`config.mk`:
```
export PLATFORM = sky130hd
export DESIGN_NAME = time_set_ctrl
export DESIGN_NICKNAME = d
export VERILOG_FILES = /design/src/rtl/time_set_pkg.sv /design/src/rtl/btn_sync_edge.sv /design/src/rtl/time_set_ctrl.sv
export SDC_FILE = /design/constraint.sdc
export NUM_CORES = 1
export LEC_CHECK = 0
export ABC_AREA = 0
export CAP_MARGIN = 20
export CORE_ASPECT_RATIO = 1.4
export CORE_MARGIN = 2
export CORE_UTILIZATION = 56
export CTS_BUF_LIST = sky130_fd_sc_hd__clkbuf_4 sky130_fd_sc_hd__clkbuf_8 sky130_fd_sc_hd__clkbuf_16
export CTS_CLUSTER_DIAMETER = 100
export CTS_CLUSTER_SIZE = 28
export DETAILED_ROUTE_END_ITERATION = 10
export GPL_ROUTABILITY_DRIVEN = 1
export GPL_TIMING_DRIVEN = 0
export PLACE_DENSITY = 0.82
export SLEW_MARGIN = 20
export SYNTH_ARGS = -nofsm -noshare
export SYNTH_HDL_FRONTEND = slang
export SYNTH_SLANG_ARGS = --single-unit
```
`constraint.sdc`:
```
create_clock -name CLK -period 4.15 [get_ports CLK]
set_input_delay 1.0375 -clock CLK [delete_from_list [all_inputs] [get_ports CLK]]
set_output_delay 1.0375 -clock CLK [all_outputs]
set_load 0.005 [all_outputs]
```
`src/rtl/time_set_pkg.sv`:
```
// Shared encodings for the alarm-clock mode/edit sequencer.
package time_set_pkg;

  localparam int STATE_W = 3;
  localparam int FIELD_W = 2;

  typedef enum logic [STATE_W-1:0] {
    ST_CLOCK        = 3'd0,
    ST_SET_TIME     = 3'd1,
    ST_SET_ALARM    = 3'd2,
    ST_COMMIT_TIME  = 3'd3,
    ST_COMMIT_ALARM = 3'd4
  } state_t;

  localparam logic [FIELD_W-1:0] FLD_NONE = 2'd0;
  localparam logic [FIELD_W-1:0] FLD_HOUR = 2'd1;
  localparam logic [FIELD_W-1:0] FLD_MIN  = 2'd2;
  localparam logic [FIELD_W-1:0] FLD_SEC  = 2'd3;

  typedef enum logic [2:0] {
    ACT_NONE,
    ACT_OK,
    ACT_MODE,
    ACT_SHIFT,
    ACT_UP,
    ACT_DOWN
  } act_t;

  // One action per cycle; coincident up+down with nothing higher cancels out.
  function automatic act_t pick_action(input logic ok, input logic mode, input logic shift,
                                       input logic up, input logic down);
    if (ok) return ACT_OK;
    else if (mode) return ACT_MODE;
    else if (shift) return ACT_SHIFT;
    else if (up && !down) return ACT_UP;
    else if (down && !up) return ACT_DOWN;
    return ACT_NONE;
  endfunction

  function automatic logic [FIELD_W-1:0] next_field(input logic [FIELD_W-1:0] f);
    return (f == FLD_SEC) ? FLD_HOUR : f + 2'd1;
  endfunction

endpackage

```
`src/rtl/btn_sync_edge.sv`:
```
// Two-flop synchroniser plus rising-edge detect for one keypad button.
module btn_sync_edge (
  input  logic CLK,
  input  logic RESETN,
  input  logic btn,
  output logic rise
);

  logic meta, sync, prev;

  always_ff @(posedge CLK or negedge RESETN) begin
    if (!RESETN) begin
      meta <= 1'b0;
      sync <= 1'b0;
      prev <= 1'b0;
    end else begin
      meta <= btn;
      sync <= meta;
      prev <= sync;
    end
  end

  assign rise = sync & ~prev;

endmodule

```
`src/rtl/time_set_ctrl.sv`:
```
// Mode/edit sequencer: buttons -> STATE, edit field, step pulses, commit strobes, idle timeout.
//
// state           | meaning
// ST_CLOCK        | normal display; mode enters edit, ok toggles alarm_en
// ST_SET_TIME     | editing the time of day
// ST_SET_ALARM    | editing the alarm time
// ST_COMMIT_TIME  | one cycle; load_time strobe follows
// ST_COMMIT_ALARM | one cycle; load_alarm strobe follows, alarm armed
module time_set_ctrl
  import time_set_pkg::*;
#(
  parameter int IDLE_SECONDS = 30
) (
  input  logic         CLK,
  input  logic         RESETN,
  input  logic         sec_tick,
  input  logic         btn_mode,
  input  logic         btn_up,
  input  logic         btn_down,
  input  logic         btn_shift,
  input  logic         btn_ok,
  output logic [2:0]   STATE,
  output logic [1:0]   field,
  output logic         inc_pulse,
  output logic         dec_pulse,
  output logic         load_time,
  output logic         load_alarm,
  output logic         alarm_en,
  output logic         timeout
);

  localparam int IDLE_W = $clog2(IDLE_SECONDS + 1);
  localparam logic [IDLE_W-1:0] IDLE_MAX = IDLE_SECONDS[IDLE_W-1:0];

  logic rise_mode, rise_up, rise_down, rise_shift, rise_ok;

  btn_sync_edge u_mode  (.CLK(CLK), .RESETN(RESETN), .btn(btn_mode),  .rise(rise_mode));
  btn_sync_edge u_up    (.CLK(CLK), .RESETN(RESETN), .btn(btn_up),    .rise(rise_up));
  btn_sync_edge u_down  (.CLK(CLK), .RESETN(RESETN), .btn(btn_down),  .rise(rise_down));
  btn_sync_edge u_shift (.CLK(CLK), .RESETN(RESETN), .btn(btn_shift), .rise(rise_shift));
  btn_sync_edge u_ok    (.CLK(CLK), .RESETN(RESETN), .btn(btn_ok),    .rise(rise_ok));

  state_t              state_q, state_d;
  logic [FIELD_W-1:0]  field_d;
  logic [IDLE_W-1:0]   idle_q, idle_d;
  logic                alarm_en_d, inc_d, dec_d, load_time_d, load_alarm_d, timeout_d;
  logic                accepted, in_set;
  act_t                act;

  assign STATE  = state_q;
  assign in_set = (state_q == ST_SET_TIME) || (state_q == ST_SET_ALARM);

  always_comb begin
    act          = pick_action(rise_ok, rise_mode, rise_shift, rise_up, rise_down);
    state_d      = state_q;
    field_d      = field;
    alarm_en_d   = alarm_en;
    inc_d        = 1'b0;
    dec_d        = 1'b0;
    load_time_d  = 1'b0;
    load_alarm_d = 1'b0;
    timeout_d    = 1'b0;
    accepted     = 1'b0;

    case (state_q)
      ST_CLOCK: begin
        field_d = FLD_NONE;
        if (act == ACT_MODE) begin
          state_d  = ST_SET_TIME;
          field_d  = FLD_HOUR;
          accepted = 1'b1;
        end else if (act == ACT_OK) begin
          alarm_en_d = ~alarm_en;
          accepted   = 1'b1;
        end
      end
      ST_SET_TIME, ST_SET_ALARM: begin
        accepted = (act != ACT_NONE);
        case (act)
          ACT_OK: begin
            if (state_q == ST_SET_TIME) state_d = ST_COMMIT_TIME;
            else state_d = ST_COMMIT_ALARM;
            field_d = FLD_NONE;
          end
          ACT_MODE: begin
            if (state_q == ST_SET_TIME) begin
              state_d = ST_SET_ALARM;
              field_d = FLD_HOUR;
            end else begin
              state_d = ST_CLOCK;
              field_d = FLD_NONE;
            end
          end
          ACT_SHIFT: field_d = next_field(field);
          ACT_UP:    inc_d = 1'b1;
          ACT_DOWN:  dec_d = 1'b1;
          ACT_NONE: begin
            // a button action in the same cycle always beats the timeout
            if (idle_q == IDLE_MAX) begin
              state_d   = ST_CLOCK;
              field_d   = FLD_NONE;
              timeout_d = 1'b1;
            end
          end
          default: ;
        endcase
      end
      ST_COMMIT_TIME: begin
        load_time_d = 1'b1;
        state_d     = ST_CLOCK;
        field_d     = FLD_NONE;
      end
      ST_COMMIT_ALARM: begin
        load_alarm_d = 1'b1;
        alarm_en_d   = 1'b1;
        state_d      = ST_CLOCK;
        field_d      = FLD_NONE;
      end
      default: begin
        state_d = ST_CLOCK;
        field_d = FLD_NONE;
      end
    endcase

    if (accepted || (state_d != state_q)) idle_d = '0;
    else if (sec_tick && in_set && (idle_q != IDLE_MAX)) idle_d = idle_q + IDLE_W'(1);
    else idle_d = idle_q;
  end

  always_ff @(posedge CLK or negedge RESETN) begin
    if (!RESETN) begin
      state_q    <= ST_CLOCK;
      field      <= FLD_NONE;
      idle_q     <= '0;
      alarm_en   <= 1'b0;
      inc_pulse  <= 1'b0;
      dec_pulse  <= 1'b0;
      load_time  <= 1'b0;
      load_alarm <= 1'b0;
      timeout    <= 1'b0;
    end else begin
      state_q    <= state_d;
      field      <= field_d;
      idle_q     <= idle_d;
      alarm_en   <= alarm_en_d;
      inc_pulse  <= inc_d;
      dec_pulse  <= dec_d;
      load_time  <= load_time_d;
      load_alarm <= load_alarm_d;
      timeout    <= timeout_d;
    end
  end

endmodule

```
==> results of run 1 <==
[logic make-up (layout without fill, tap and decap cells)]
| kind of cell | after synthesis | count (layout) |
|---|---|---|
| XOR/XNOR | 4 | 4 |
| AND/OR/NAND/NOR | 46 | 46 |
| adder cells (fa/ha/maj) | 4 | 4 |
| flip-flops | 31 | 31 |
| buffers and inverters | 8 | 34 |
| AO/OA/AOI/OAI | 13 | 13 |
[stage by stage]
stage | utilization (%) | std cells | setup WS (ns) | instance area [um2]
after detailed placement | 68.55 | 146 | 1.511 | 1475
after global placement | 68.78 | 146 | 1.525 | 1480
after CTS | 72.56 | 154 | 1.821 | 1562
final | 72.56 | 154 | 1.829 | 1562
after global routing | 72.56 | 154 | 1.762 | 1562
after floorplan | - | 106 | 2.094 | 1272
[layout make-up]
type                    instances  share of cell area, %
flip-flops and latches         31                  49.68
multi-input cells              67                  28.45
repair buffers                 18                  11.22
clock buffers                   6                  3.285
plain buffers                   5                  2.644
clock inverters                 2                  2.244
well taps                      22                  1.763
inverters                       3                 0.7212
[worst min-delay path by stage]
stage | end
after floorplan | u_down.sync
after global placement | u_down.sync
after detailed placement | u_shift.sync
after CTS | u_down.sync
after global routing | u_shift.sync
final | u_ok.sync
[cell usage after synthesis, types with 2 or more instances]
cell                       count
sky130_fd_sc_hd__nand2b_1      3
sky130_fd_sc_hd__nor2b_1       4
sky130_fd_sc_hd__ha_1          4
sky130_fd_sc_hd__xnor2_1       4
sky130_fd_sc_hd__o21ai_0       2
sky130_fd_sc_hd__buf_6         2
sky130_fd_sc_hd__or3_1         2
sky130_fd_sc_hd__nor3_1        2
sky130_fd_sc_hd__nor4_1        3
sky130_fd_sc_hd__nand3_1       3
sky130_fd_sc_hd__dfrtp_1      31
sky130_fd_sc_hd__o22a_1        2
sky130_fd_sc_hd__a21oi_1       4
sky130_fd_sc_hd__inv_1         3
sky130_fd_sc_hd__nand2_1       5
sky130_fd_sc_hd__nor2_1       10
sky130_fd_sc_hd__and2_1        2
sky130_fd_sc_hd__buf_4         2
[where the power goes]
| group | total, uW | leakage (uW) | switching [uW] | internal (uW) |
|---|---|---|---|---|
| registers | 362 | 0.000392 | 22.6 | 339 |
| clock network | 241 | 0.0000482 | 99.0 | 142 |
| logic | 232 | 0.000239 | 107 | 124 |
| total | 835 | 0.000679 | 229 | 606 |
[layer usage]
layer / track usage [%] / vias to the layer above
li1: - / 420
met1: 18.92 / 410
met2: 30.88 / 27
met3: 8.036 / 10
met4: 15.15 / 0
met5: 0 / -
==> flow_summary.toml, run 1 <==
[grt]
wire_length_of_the_first_global_routing_pass_um = 3491
grt.total_usage_pct = 19.06
grt_antenna_before_repair = 0
grt_remaining_overflow = 0
grt_start_max_net_pins = 32
number_of_global_route_vias_before_repair = 828

[run_status]
run_status = "finished clean"

[route]
mean_routed_wirelength_per_cell_um = 13.79
dr_wl_met3_um = 110
route.top_layer_used = "met4"
route.met2.wl_um = 1105
finalWirelength_um = 2123
m1_wl_um = 825
ant_nets = 0
detail_route.first_pass.iterations = 4
routed-via-count = 867
drt_iter0_drc = 22
routed_via_count_divided_by_cell_count = 5.630
drcViolationCount = 0

[cts]
cts.repair_timing.setup_buffer_count = 0
numCtsBuffers = 5
cts_repair_resize_count = 0
clock_path_buffers = 2
clkSlewWorstSetupHoldPaths_ns = 0.09
latest_clock_arrival_within_the_worst_skew_pair_ns = 0.33
clockRootBuffer = "sky130_fd_sc_hd__clkbuf_4"
number_of_h_tree_branching_levels = 2
clock_sinks = 31
cts.hold.buffers_added = 0
tritoncts = "built"

[synthesis]
area_share_of_xor_xnor_cells_in_the_synthesized_design_pct = 2.753
netlist_top_cells_area = "sky130_fd_sc_hd__dfrtp_1 61%, sky130_fd_sc_hd__ha_1 3.9%, sky130_fd_sc_hd__nor2_1 2.9%"
synthDominantCellAreaShare_pct = 60.96
synth_adder_area_share_pct = 3.933
synth.avg_cell_area_um2 = 12.00
syn-instance-count = 106
synth_edf_count = 0
ys.flop_type = "sky130_fd_sc_hd__dfrtp_1"
postSynth.asyncResetShare_pct = 100.0
syn_nets = 118
yosysTopAreaCell = "sky130_fd_sc_hd__dfrtp_1"
synthSimpleGateAreaFrac_pct = 21.34
synth_compound_area_share_pct = 6.883
yosys.cell_types.count = 36
main_combinational_cell_family_by_area_after_synthesis = "simple AND/OR/NAND/NOR gates"
yosys_register_bits = 31
ys_warn_count = 0
synth-seq-area-share_pct = 60.96
synthMuxAreaShare_pct = 0
synthesis.area_mm2 = 0.001272

[cells_and_area]
nNetsFinal = 143
layout_commonest_cell = "sky130_fd_sc_hd__dfrtp_1"
layout.area.seq_um2 = 775.7
register_with_the_highest_flop_count = "idle_q"
most-common-layout-cells = "31 x sky130_fd_sc_hd__dfrtp_1, 17 x sky130_fd_sc_hd__clkdlybuf4s50_1, 10 x sky130_fd_sc_hd__nor2_1"
multi_input_area_um2 = 444.2
largest_register_ff_count = 5
layout-drive-gt1-share_pct = 13.64
syn_to_final_growth_pct = 22.71
insertedDiodeCount = 0
number_of_fill_cells = 150

[setup_path]
startpoint_of_the_most_critical_register_to_register_path = "idle_q[0]"
critPathLaunch = "sec_tick"
critical-path-slowest-cell = "sky130_fd_sc_hd__clkdlybuf4s50_1"
critical-path-max-stage-delay_ns = 0.52
r2r_setup_slack_ns = 2.06
total_stage_count_of_the_critical_path = 4
crit_path_start_kind = "input port"
critical_path_peak_fanout = 5
cp_cell_sequence = "clkdlybuf4s50_1, or4b_4, or3_1, a21oi_1"
worst_setup_path_endpoint = "idle_q[3]"
critical_path_type = "in -> reg"
worstPathArrival_ns = 2.58
critPathRequiredTime_ns = 4.41
critical_path.reg2reg.endpoint = "idle_q[3]"
largest_delay_share_family_worst_path = "simple AND/OR/NAND/NOR gates"
path_buf_inv = 1
worst_r2r_path_depth = 7
cp_endpoint_kind = "flip-flop"

[sta]
fin_worst_skew_ns = 0.008152
finalSetupTns_ns = 0
finalHoldWorstSlack_ns = 0.3500
worst-slew-pin-transition_ns = 0.6532
fmax_mhz = 430.9
final-setup-viol-count = 0
finalMaxSlewViolations = 0
rsz0062_at_grt = "false"
final_period_minus_worst_setup_slack_ns = 2.321
relative_max_transition_margin_pct = 56.45
layout_worst_path_cycle_share_pct = 55.92
hold_viol_final = 0

[die]
placement_rows = 20
core_mm2 = 0.002152
chipWidth_um = 44.29
chipHeight_um = 60.40
fp.dieArea_mm2 = 0.002675
initial_utilization_pct = 59.13
pin_count = 19

[pwr]
static_leakage_uw = 0.0006794
pwr_dens_mw_per_mm2 = 534.5
power_uw = 834.7
irDropWorstVdd_uv = 328.8

[placed_design]
place_congestion = 0.8138
dpl.hpwl_um = 1528
port_buffers = 18

[worst_hold_path]
min-delay-path-class = "reg -> reg"
holdPathStages = 0
hold_path.startpoint = "u_ok.meta"

[flow_run]
timing.max_cap.violations = 0
Note: power is estimated with default switching activity, not from simulation.
==> inputs of run 2 (changes only) <==
- CORE_UTILIZATION: 56 -> 52
- PLACE_DENSITY: 0.82 -> 0.77
- clock period: 4.15 -> 2.2 ns (I/O delays scaled with it)
==> flow_summary.toml, run 2 (same netlist as run 1, synthesis figures left out) <==
[die]
initial_utilization_pct = 53.81
core_mm2 = 0.002365
placement_rows = 21
chipHeight_um = 62.53
pin_count = 19
fp.dieArea_mm2 = 0.002864
chipWidth_um = 45.81

[pwr]
static_leakage_uw = 0.0006671
power_uw = 1443
share_comb_of_total_power_pct = 30.8
cell_internal_pwr_uw = 1024
power.share.switching_pct = 29.04
net-switching-power_uw = 418.9
pwr-share-seq_pct = 47.3
irDropWorstVdd_uv = 474.3
power.clock.fraction_pct = 22.0
pwr_dens_mw_per_mm2 = 935.1

[cells_and_area]
most-common-layout-cells = "31 x sky130_fd_sc_hd__dfrtp_1, 17 x sky130_fd_sc_hd__clkdlybuf4s50_1, 10 x sky130_fd_sc_hd__nor2_1"
layout_commonest_cell = "sky130_fd_sc_hd__dfrtp_1"
layout-drive-gt1-share_pct = 14.50
nNetsFinal = 143
syn_to_final_growth_pct = 21.24
largest_register_ff_count = 5
insertedDiodeCount = 0
register_with_the_highest_flop_count = "idle_q"

[grt]
wire_length_of_the_first_global_routing_pass_um = 3532
grt.total_usage_pct = 17.16
grt_remaining_overflow = 0
grt_start_max_net_pins = 32
number_of_global_route_vias_before_repair = 867
grt_antenna_before_repair = 0

[cts]
clock_sinks = 31
latest_clock_arrival_within_the_worst_skew_pair_ns = 0.32
cts.repair_timing.setup_buffer_count = 0
cts_repair_resize_count = 0
tritoncts = "built"
clockRootBuffer = "sky130_fd_sc_hd__clkbuf_4"
number_of_h_tree_branching_levels = 2
clock_path_buffers = 2
cts.hold.buffers_added = 0
clkSlewWorstSetupHoldPaths_ns = 0.09
numCtsBuffers = 5

[placed_design]
place_congestion = 0.8128
port_buffers = 18
dpl.hpwl_um = 1453

[route]
route.top_layer_used = "met4"
drt_iter0_drc = 12
dr_wl_met3_um = 98
detail_route.first_pass.iterations = 3
routed-via-count = 868
ant_nets = 0
routed_via_count_divided_by_cell_count = 5.636
route.met2.wl_um = 1061
drcViolationCount = 0
mean_routed_wirelength_per_cell_um = 12.97
finalWirelength_um = 1998
m1_wl_um = 787

[setup_path]
r2r_setup_slack_ns = 0.09
critical-path-max-stage-delay_ns = 0.55
critical_path.reg2reg.endpoint = "idle_q[3]"
critPathRequiredTime_ns = 2.44
worstPathArrival_ns = 2.35
startpoint_of_the_most_critical_register_to_register_path = "idle_q[0]"
cp_endpoint_kind = "flip-flop"
crit_path_start_kind = "flip-flop"
critical_path_type = "reg -> reg"
largest_delay_share_family_worst_path = "simple AND/OR/NAND/NOR gates"
path_buf_inv = 2
cp_cell_sequence = "inv_1, ha_1, and4_1, buf_6, or4b_4, or3_4, a21oi_2"
worst_r2r_path_depth = 7
critical_path_peak_fanout = 7
critical-path-slowest-cell = "sky130_fd_sc_hd__or4b_4"

[sta]
worst-slew-pin-transition_ns = 0.6459
relative_max_transition_margin_pct = 56.94
fin_worst_skew_ns = 0.01098
final_period_minus_worst_setup_slack_ns = 2.107
finalHoldWorstSlack_ns = 0.2424
layout_worst_path_cycle_share_pct = 95.79
hold_viol_final = 0
finalMaxSlewViolations = 0
fmax_mhz = 474.5
final-setup-viol-count = 0

[run_status]
run_status = "finished clean"

[worst_hold_path]
min-delay-path-class = "in -> async"

[flow_run]
timing.max_cap.violations = 0
==> run 2: metal layers <==
layer,track usage (%),vias to the layer above
met5,0,-
met4,7.500,0
met3,8.092,6
met2,28.52,20
met1,17.48,424
li1,-,418
==> run 2: final cells by class <==
cell class	count	area [um2]
Buffer	5	41.29
Clock buffer	6	51.30
Clock inverter	1	5.005
Fill cell	196	822.0
Inverter	3	11.26
Multi-Input combinational cell	67	454.2
Sequential cell	31	775.7
Tap cell	23	28.78
Timing Repair Buffer	18	175.2
==> run 2: how the worst max path moves through the flow <==
stage | to | start | depth (start not counted)
global route | idle_q[3] | idle_q[0] | 7
floorplan | idle_q[3] | idle_q[0] | 7
finish | idle_q[3] | idle_q[0] | 7
CTS | idle_q[3] | idle_q[0] | 7
detailed placement | idle_q[3] | sec_tick | 4
global placement | idle_q[3] | sec_tick | 4
==> run 2: power groups by stage <==
stage	combinational (uW)	clock (uW)	sequential [uW]
4_1_cts	442	336	684
6_report	444	317	682
3_3_place_gp	429	0	689
5_1_grt	496	369	691
3_5_place_dp	439	0	695
2_1_floorplan	269	0	693
==> run 2: through the flow <==
stage          instance area (um2)  setup slack, ns  util (%)    TNS, ns  cells
6_report                      1543          0.09254     65.24          0    154
4_1_cts                       1533          0.06892     64.81          0    154
2_1_floorplan                 1272           0.2184         -          0    106
5_1_grt                       1543        -0.001487     65.24  -0.001487    154
3_3_place_gp                  1481          0.07159     62.65          0    147
3_5_place_dp                  1476          0.04355     62.43          0    147
==> inputs of run 3 (changes only) <==
- CORE_UTILIZATION: 52 -> 60
- DONT_BUFFER_PORTS: not set -> 1
- PLACE_DENSITY: 0.77 -> 0.76
- SYNTH_HIERARCHICAL: not set -> 1
==> flow_summary.toml, run 3 <==
[run_status]
run_status = "finished clean"

[synthesis]
yosys.cell_types.count = 32
yosys_register_bits = 31
syn-instance-count = 108
synthMuxAreaShare_pct = 0
synth_edf_count = 0
synth_compound_area_share_pct = 7.507
syn_nets = 120
synthSimpleGateAreaFrac_pct = 21.66
main_combinational_cell_family_by_area_after_synthesis = "simple AND/OR/NAND/NOR gates"
synthDominantCellAreaShare_pct = 59.67
postSynth.asyncResetShare_pct = 100.0
synth_most_common_cell = "sky130_fd_sc_hd__dfrtp_1"
ys.flop_type = "sky130_fd_sc_hd__dfrtp_1"
synth-seq-area-share_pct = 59.67
ys_top_cells_by_count = "31 x sky130_fd_sc_hd__dfrtp_1, 9 x sky130_fd_sc_hd__nor2_1, 7 x sky130_fd_sc_hd__inv_1"
synth.avg_cell_area_um2 = 12.04
ys_warn_count = 6
netlist_top_cells_area = "sky130_fd_sc_hd__dfrtp_1 60%, sky130_fd_sc_hd__nor2b_4 5.3%, sky130_fd_sc_hd__ha_1 3.8%"
area_share_of_xor_xnor_cells_in_the_synthesized_design_pct = 2.695
yosysTopAreaCell = "sky130_fd_sc_hd__dfrtp_1"
synth_adder_area_share_pct = 4.620
synthesis.area_mm2 = 0.001300

[setup_path]
critPathRequiredTime_ns = 2.44
cp_cell_sequence = "inv_1, ha_1, and4_1, or4b_4, or3_4, a211oi_2"
cp_endpoint_kind = "flip-flop"
worstPathArrival_ns = 2.40
critical-path-slowest-cell = "sky130_fd_sc_hd__or4b_4"
critical_path_type = "reg -> reg"
largest_delay_share_family_worst_path = "simple AND/OR/NAND/NOR gates"
path_buf_inv = 1
critical-path-max-stage-delay_ns = 0.58
crit_path_start_kind = "flip-flop"
critical_path_peak_fanout = 7

[grt]
grt.total_usage_pct = 19.65
wire_length_of_the_first_global_routing_pass_um = 3553
number_of_global_route_vias_before_repair = 795
groute.layer.met3.usage_pct = 8.841
grt_antenna_before_repair = 0
gr-usage-met1_pct = 21.06
top_usage_layer = "met2"
met2_usage_in_global_routing_pct = 31.98
grt_remaining_overflow = 0
grt_start_max_net_pins = 32

[sta]
fin_worst_skew_ns = 0.009372
worst-slew-pin-transition_ns = 0.5209
fmax_mhz = 462.8
finalSetupTns_ns = 0
finalMaxSlewViolations = 0
layout_worst_path_cycle_share_pct = 98.21
final-setup-viol-count = 0
hold_viol_final = 0
finalHoldWorstSlack_ns = 0.02862
final_period_minus_worst_setup_slack_ns = 2.161
relative_max_transition_margin_pct = 65.02

[route]
routed-via-count = 842
ant_nets = 0
detail_route.first_pass.iterations = 4
mean_routed_wirelength_per_cell_um = 15.78
routed_via_count_divided_by_cell_count = 5.972
drcViolationCount = 0
drt_iter0_drc = 25
finalWirelength_um = 2225

[cells_and_area]
layout.area.seq_um2 = 775.7
post-route-util_pct = 72.56
layout-drive-gt1-share_pct = 18.33
layout_commonest_cell = "sky130_fd_sc_hd__dfrtp_1"
multi_input_area_um2 = 479.2
most-common-layout-cells = "31 x sky130_fd_sc_hd__dfrtp_1, 9 x sky130_fd_sc_hd__nor2_1, 7 x sky130_fd_sc_hd__inv_1"
final_cells = 141
number_of_fill_cells = 160
insertedDiodeCount = 0
largest_register_ff_count = 5
register_with_the_highest_flop_count = "idle_q"
nNetsFinal = 131
syn_to_final_growth_pct = 11.45

[placed_design]
place_congestion = 0.7945
port_buffers = 0
dp_cells = 129

[die]
placement_rows = 19
fp.dieArea_mm2 = 0.002560
core_mm2 = 0.001997
pin_count = 19
chipHeight_um = 59.08
initial_utilization_pct = 65.10
chipWidth_um = 43.34

[pwr]
power_uw = 1467
pwr_dens_mw_per_mm2 = 1013
pwr-share-seq_pct = 46.7
net-switching-power_uw = 459.4
cell_internal_pwr_uw = 1008
power.share.switching_pct = 31.31
share_comb_of_total_power_pct = 27.6
irDropWorstVdd_uv = 803.9
power.clock.fraction_pct = 25.7
static_leakage_uw = 0.0006411

[cts]
clock_sinks = 31
latest_clock_arrival_within_the_worst_skew_pair_ns = 0.33
clock_path_buffers = 2
clockRootBuffer = "sky130_fd_sc_hd__clkbuf_4"
clkSlewWorstSetupHoldPaths_ns = 0.09
tritoncts = "built"
number_of_h_tree_branching_levels = 2
numCtsBuffers = 5

[flow_run]
timing.max_cap.violations = 0

[worst_hold_path]
min-delay-path-class = "in -> async"
run 3: timing repair:
item | in CTS | in global routing
pin swaps | 0 | 1
hold buffers | 1 | 0
gates resized for setup | 0 | 1
endpoints found under the setup margin | 1 | 1
setup buffers | 1 | 3
gates cloned | 0 | 0
hold endpoints to repair | 31 | 0
run 3: layout make-up:
type	count	area share, %
plain buffers	4	1.295
clock buffers	8	5.009
inverters	7	1.813
multi-input cells	65	33.07
flip-flops and latches	31	53.54
well taps	21	1.813
repair buffers	5	3.454
run 3: cells by family after synthesis:
| logic type | after synthesis |
|---|---|
| compound gates | 13 |
| xor+xnor | 4 |
| fa+ha+maj | 5 |
| buf+inv | 12 |
| flops | 31 |
| simple gates | 43 |
run 3: per-stage QoR:
stage	area [um2]	setup slack, ns
2_1_floorplan	1300	0.1107
3_3_place_gp	1326	0.04008
3_5_place_dp	1326	0.01562
4_1_cts	1426	0.01831
5_1_grt	1449	-0.03471
6_report	1449	0.03935
run 3: routing by layer:
layer	share of wire, %	wire [um]
met5	0	0
met4	2.5	56
met3	5.3	118
met2	53	1171
met1	39	878
run 3: worst paths after layout:
check                      startpoint     endpoint  slack [ns]  cells past startpoint
setup / recovery            idle_q[0]    idle_q[3]        0.04                      6
hold / removal                 RESETN     field[0]        0.03                      1
setup reg to reg            idle_q[0]    idle_q[3]        0.04                      6
hold reg to reg             u_up/meta    u_up/sync        0.35                      0
max in group asynchronous      RESETN  u_mode/prev        2.01                      1
min in group CLK             btn_down  u_down/meta        0.24                      0
run 3: power groups by stage:
stage	clock network (uW)	logic (uW)	registers, uW
after global placement	0	324	698
after floorplan	0	274	689
after global routing	415	446	693
after detailed placement	0	340	700
final	378	405	685
after CTS	393	370	686
